<file path="src/rtl/crypto_sequencer.sv">
// Sequences a key, a base address and a stream of 128-bit blocks through a
// block cipher core, writing each result to consecutive SRAM addresses.
module crypto_sequencer #(
    parameter int DEPTH     = 4,
    parameter int ADDR_STEP = 16
) (
    input  logic         clk,
    input  logic         rst,
    input  logic [128:0] data_in,
    input  logic         read,
    input  logic [31:0]  sram_addr,
    input  logic         read_addr,
    input  logic         last_packet,
    output logic [127:0] key,
    output logic [127:0] blk_in,
    output logic         blk_start,
    input  logic         blk_done,
    input  logic [127:0] blk_out,
    output logic         sram_wr_en,
    output logic [31:0]  sram_wr_addr,
    output logic [127:0] sram_wr_data,
    input  logic         sram_wack,
    output logic         busy,
    output logic         done,
    output logic         err
);

    localparam int PW = (DEPTH > 1) ? $clog2(DEPTH) : 1;
    localparam int CW = PW + 1;

    localparam logic [1:0] IDLE   = 2'd0;
    localparam logic [1:0] ADDR   = 2'd1;
    localparam logic [1:0] STREAM = 2'd2;

    localparam logic [1:0] E_IDLE  = 2'd0;
    localparam logic [1:0] E_START = 2'd1;
    localparam logic [1:0] E_WAIT  = 2'd2;
    localparam logic [1:0] E_WRITE = 2'd3;

    logic [1:0]    state;
    logic [1:0]    eng_state;
    logic [127:0]  fifo_mem [DEPTH];
    logic [PW-1:0] wr_ptr;
    logic [PW-1:0] rd_ptr;
    logic [CW-1:0] count;
    logic [31:0]   wr_addr;

    logic push_req;
    logic push;
    logic pop;
    logic full;
    logic empty;
    logic stream_end;
    logic unused_pkt_bit;

    assign unused_pkt_bit = data_in[128];

    assign full     = (count == CW'(DEPTH));
    assign empty    = (count == '0);
    assign push_req = (state == STREAM) && read;
    assign pop      = (eng_state == E_WAIT) && blk_done;
    // A pop in the same cycle frees the slot, so a full FIFO can still accept.
    assign push     = push_req && (!full || pop);
    // A push in the final cycle would otherwise be stranded in the FIFO.
    assign stream_end = (state == STREAM) && last_packet && empty &&
                        (eng_state == E_IDLE) && !read;

    assign blk_in       = fifo_mem[rd_ptr];
    assign blk_start    = (eng_state == E_START);
    assign sram_wr_en   = (eng_state == E_WRITE);
    assign sram_wr_addr = wr_addr;
    assign busy         = (state != IDLE);

    always_ff @(posedge clk or posedge rst) begin
        if (rst) begin
            state <= IDLE;
            key   <= '0;
            err   <= 1'b0;
            done  <= 1'b0;
        end else begin
            done <= 1'b0;
            case (state)
                IDLE: begin
                    if (read) begin
                        key   <= data_in[127:0];
                        err   <= 1'b0;
                        state <= ADDR;
                    end
                end
                ADDR: begin
                    if (read_addr) state <= STREAM;
                end
                STREAM: begin
                    if (push_req && full && !pop) err <= 1'b1;
                    if (stream_end) begin
                        state <= IDLE;
                        done  <= 1'b1;
                    end
                end
                default: state <= IDLE;
            endcase
        end
    end

    always_ff @(posedge clk or posedge rst) begin
        if (rst) begin
            eng_state    <= E_IDLE;
            sram_wr_data <= '0;
        end else begin
            case (eng_state)
                E_IDLE:  if (state == STREAM && !empty) eng_state <= E_START;
                E_START: eng_state <= E_WAIT;
                E_WAIT: begin
                    if (blk_done) begin
                        sram_wr_data <= blk_out;
                        eng_state    <= E_WRITE;
                    end
                end
                E_WRITE: if (sram_wack) eng_state <= E_IDLE;
                default: eng_state <= E_IDLE;
            endcase
        end
    end

    always_ff @(posedge clk or posedge rst) begin
        if (rst) begin
            wr_addr <= '0;
        end else if (state == ADDR && read_addr) begin
            wr_addr <= sram_addr;
        end else if (eng_state == E_WRITE && sram_wack) begin
            wr_addr <= wr_addr + 32'(ADDR_STEP);
        end
    end

    always_ff @(posedge clk or posedge rst) begin
        if (rst) begin
            wr_ptr <= '0;
            rd_ptr <= '0;
            count  <= '0;
            for (int i = 0; i < DEPTH; i++) fifo_mem[i] <= '0;
        end else begin
            if (push) begin
                fifo_mem[wr_ptr] <= data_in[127:0];
                wr_ptr           <= wr_ptr + PW'(1);
            end
            if (pop) rd_ptr <= rd_ptr + PW'(1);
            case ({push, pop})
                2'b10:   count <= count + CW'(1);
                2'b01:   count <= count - CW'(1);
                default: count <= count;
            endcase
        end
    end

endmodule
</file>
<file path="config.mk">
export PLATFORM = sky130hd
export DESIGN_NAME = crypto_sequencer
export DESIGN_NICKNAME = d
export VERILOG_FILES = /design/src/rtl/crypto_sequencer.sv
export SDC_FILE = /design/constraint.sdc
export NUM_CORES = 1
export LEC_CHECK = 0
export ABC_AREA = 1
export CAP_MARGIN = 30
export CORE_AREA = 8 8 274 276
export CTS_BUF_LIST = sky130_fd_sc_hd__clkbuf_8
export DETAILED_ROUTE_END_ITERATION = 8
export DIE_AREA = 0 0 282 284
export GPL_ROUTABILITY_DRIVEN = 0
export PLACE_DENSITY = 0.77
export SLEW_MARGIN = 20
export SYNTH_ARGS = -nofsm -noshare
export SYNTH_HDL_FRONTEND = slang
export SYNTH_SLANG_ARGS = --single-unit
</file>
<file path="constraint.sdc">
create_clock -name clk -period 48.3 [get_ports clk]
set_input_delay 9.66 -clock clk [delete_from_list [all_inputs] [get_ports clk]]
set_output_delay 9.66 -clock clk [all_outputs]
set_load 0.01 [all_outputs]
</file>
==> flow_metrics.py <==
metrics = {
    "outcome": {
        "status": "finished clean",
    },
    "placement": {
        "numPortBuffers": 715,
        "hpwl_mm": 83.36,
    },
    "floorplan": {
        "initial_utilization_pct": 51.02,
        "io_pins": 717,
        "num_rows": 98,
        "coreArea_um2": 70750,
        "die_width_um": 282,
        "dieArea_um2": 80090,
        "die_h_um": 284,
    },
    "route": {
        "top_layer": "met5",
        "routedWlPerCell_um": 21.37,
        "routed-wl-met3_mm": 11.00,
        "drt-total-wl_mm": 131.2,
        "drtPass1Iterations": 7,
        "postRouteAntennaNets": 0,
        "vias": 33700,
        "drc": 0,
        "wl_met2_mm": 62.45,
        "wl_met1_mm": 49.12,
        "vias_per_cell": 5.490,
        "first_iter_violations": 3183,
    },
    "logic_synthesis": {
        "ys.flop_type": "dfrtp_1",
        "ys_warn_count": 0,
        "synth-adder-area-share_pct": 0.4021,
        "synth_top_area_share_pct": 56.36,
        "syn-instance-count": 4473,
        "synthesis.area_um2": 36090,
        "synth_compound_area_share_pct": 13.55,
        "synthMuxAreaShare_pct": 0,
        "ys_seq_area_share_pct": 56.36,
        "synthesis.nets": 4780,
        "synth_most_common_cell": "nand2_1",
        "yosys-top-cells-area": "dfrtp_1 (56%), nand2_1 (20%), o21ai_0 (9.9%)",
        "synth_top_family_by_area": "simple AND/OR/NAND/NOR gates",
        "synthXorXnorAreaFrac_pct": 0.09706,
        "async_reset_ff_share_pct": 100.0,
        "ys_types": 33,
        "synth_seq_cells": 813,
        "synth-edff-count": 0,
        "synth_top_area_cell": "dfrtp_1",
        "synth_common_cells": "nand2_1 (1957), dfrtp_1 (813), o21ai_0 (712), nor2_1 (311), clkbuf_1 (175)",
        "synthSimpleGateAreaFrac_pct": 24.37,
        "syn_avg_cell_area_um2": 8.069,
    },
    "cells_and_area": {
        "area_growth_pct": 29.03,
        "layout-drive-gt1-share_pct": 5.424,
        "nets": 5375,
    },
    "setup_path": {
        "cpPeakStageDelay_ns": 0.77,
        "cp.arrival_ns": 4.19,
        "crit_type": "reg -> out",
        "critical_path.max_fanout": 68,
        "path_cells": "clkinv_2 -> buf_12 -> buf_4 -> o21ai_0 -> o22ai_1 -> clkdlybuf4s50_1",
        "endpoint_kind": "output pin",
        "cp_slowest_cell": "buf_4",
        "r2r_cells": 12,
        "start_kind": "flop",
        "crit_required_ns": 38.64,
    },
    "hold_path": {
        "hp-class": "reg -> reg",
        "holdPathStages": 2,
    },
    "timing": {
        "max_freq_mhz": 72.22,
        "worst_pin_slew_ns": 1.048,
        "hold_viol": 0,
        "drv_slew": 0,
        "relSlewSlack_pct": 30.12,
        "setup_viol": 0,
        "setup_tns_ns": 0,
        "skew_ns": 0.03300,
        "min_period_ns": 13.85,
        "rsz0062_at_grt": "no",
        "fin_crit_sh_pct": 28.67,
    },
    "power_and_ir_drop": {
        "vdd_drop_max_mv": 0.04324,
        "power.density_nw_per_um2": 72.83,
        "total_power_mw": 3.392,
        "p_leak_nw": 22.87,
    },
    "clock_tree": {
        "cts.path.max_buffers": 3,
        "clk_latency_ns": 0.78,
        "numCtsBuffers": 142,
        "root_buffer": "clkbuf_8",
        "h-tree-depth": 4,
        "post_cts_buffers": 0,
        "clock_sinks": 813,
        "clk_transition_reported_paths_ns": 0.06,
        "cts_resized": 0,
        "cts_tree": "yes",
        "cts_hold_buf": 0,
    },
    "global_route": {
        "antenna_found_initial": 14,
        "grt_pass1_vias": 32780,
        "grt_max_degree": 210,
        "overflow": 0,
        "grt_pass1_wl_mm": 199.1,
        "grt_use_total_pct": 31.98,
    },
    "flow_run": {
        "drv_cap": 0,
    },
}
layout make-up:
type,count,area (um2)
Tap cell,950,1189
Clock inverter,82,479.2
Sequential cell,813,20350
Clock buffer,175,2409
Antenna cell,7,17.52
Timing Repair Buffer,770,7925
Fill cell,5979,24180
Multi-Input combinational cell,3273,13920
Inverter,68,284.0
sequential cells by signal, summed over array words and instances, names as in the netlist, 3 cells and up:
register,flops
sram_wr_data,128
count,3
key,128
fifo_mem,512
sram_wr_addr,32
final timing paths:
path / start / endpoint / slack [ns]
max: rd_ptr[1] / blk_in[81] / 34.45
min: key[101] / key[101] / 0.47
max reg2reg: eng_state[0] / fifo_mem[265] / 43.93
min reg2reg: key[101] / key[101] / 0.47
max in group asynchronous: rst / key[84] / 36.12
min in group asynchronous: rst / key[35] / 9.39
power by group:
part / internal (mW) / total (mW) / switching (mW)
registers: 0.997 / 1.18 / 0.182
clock network: 0.341 / 0.637 / 0.296
logic: 0.647 / 1.58 / 0.929
layout by cell type, fill, tap and decap left out, drive strengths merged, types with 10 or more instances in the layout:
master         netlist  routed
o22ai              130     130
dfrtp              813     813
buf                141      55
clkbuf             178     175
o21ai              786     786
inv                 66     126
ha                  10      10
nor2               314     314
nand2             1958    1958
clkdlybuf4s50        0     715
nand3               38      38
clkinv               2      19
logic make-up (layout without fill, tap and decap cells):
logic type | Yosys count | after routing
XOR/XNOR | 4 | 4
other | 0 | 7
AND/OR/NAND/NOR | 2320 | 2320
flip-flops | 813 | 813
buffers and inverters | 387 | 1095
adder cells (fa/ha/maj) | 11 | 11
AO/OA/AOI/OAI | 938 | 938
layer usage:
metal  GRT usage (%)  up-vias
li1                -    15560
met1           39.46    16200
met2           50.61     1575
met3           7.489      354
met4           19.55        4
met5               0        -
worst max-delay path, delay by kind of cell (launching register included):
| family | cells | cell delay (ns) |
|---|---|---|
| compound gates | 2 | 0.54 |
| buf+inv | 4 | 2.11 |
| flops | 1 | 0.74 |
through the flow:
step / setup slack, ns / area, um2 / hold WS (ns) / util [%] / instances
floorplan: 15.81 / 36090 / 0.4412 / - / 4473
global placement: 34.28 / 43200 / 0.4527 / 61.06 / 5856
detailed placement: 34.33 / 43360 / 0.4571 / 61.28 / 5862
CTS: 34.34 / 46250 / 0.4716 / 65.37 / 6119
global route: 34.25 / 46570 / 0.4828 / 65.82 / 6137
finish: 34.45 / 46570 / 0.4672 / 65.83 / 6138
No activity file was read; power rests on OpenSTA's default activity.
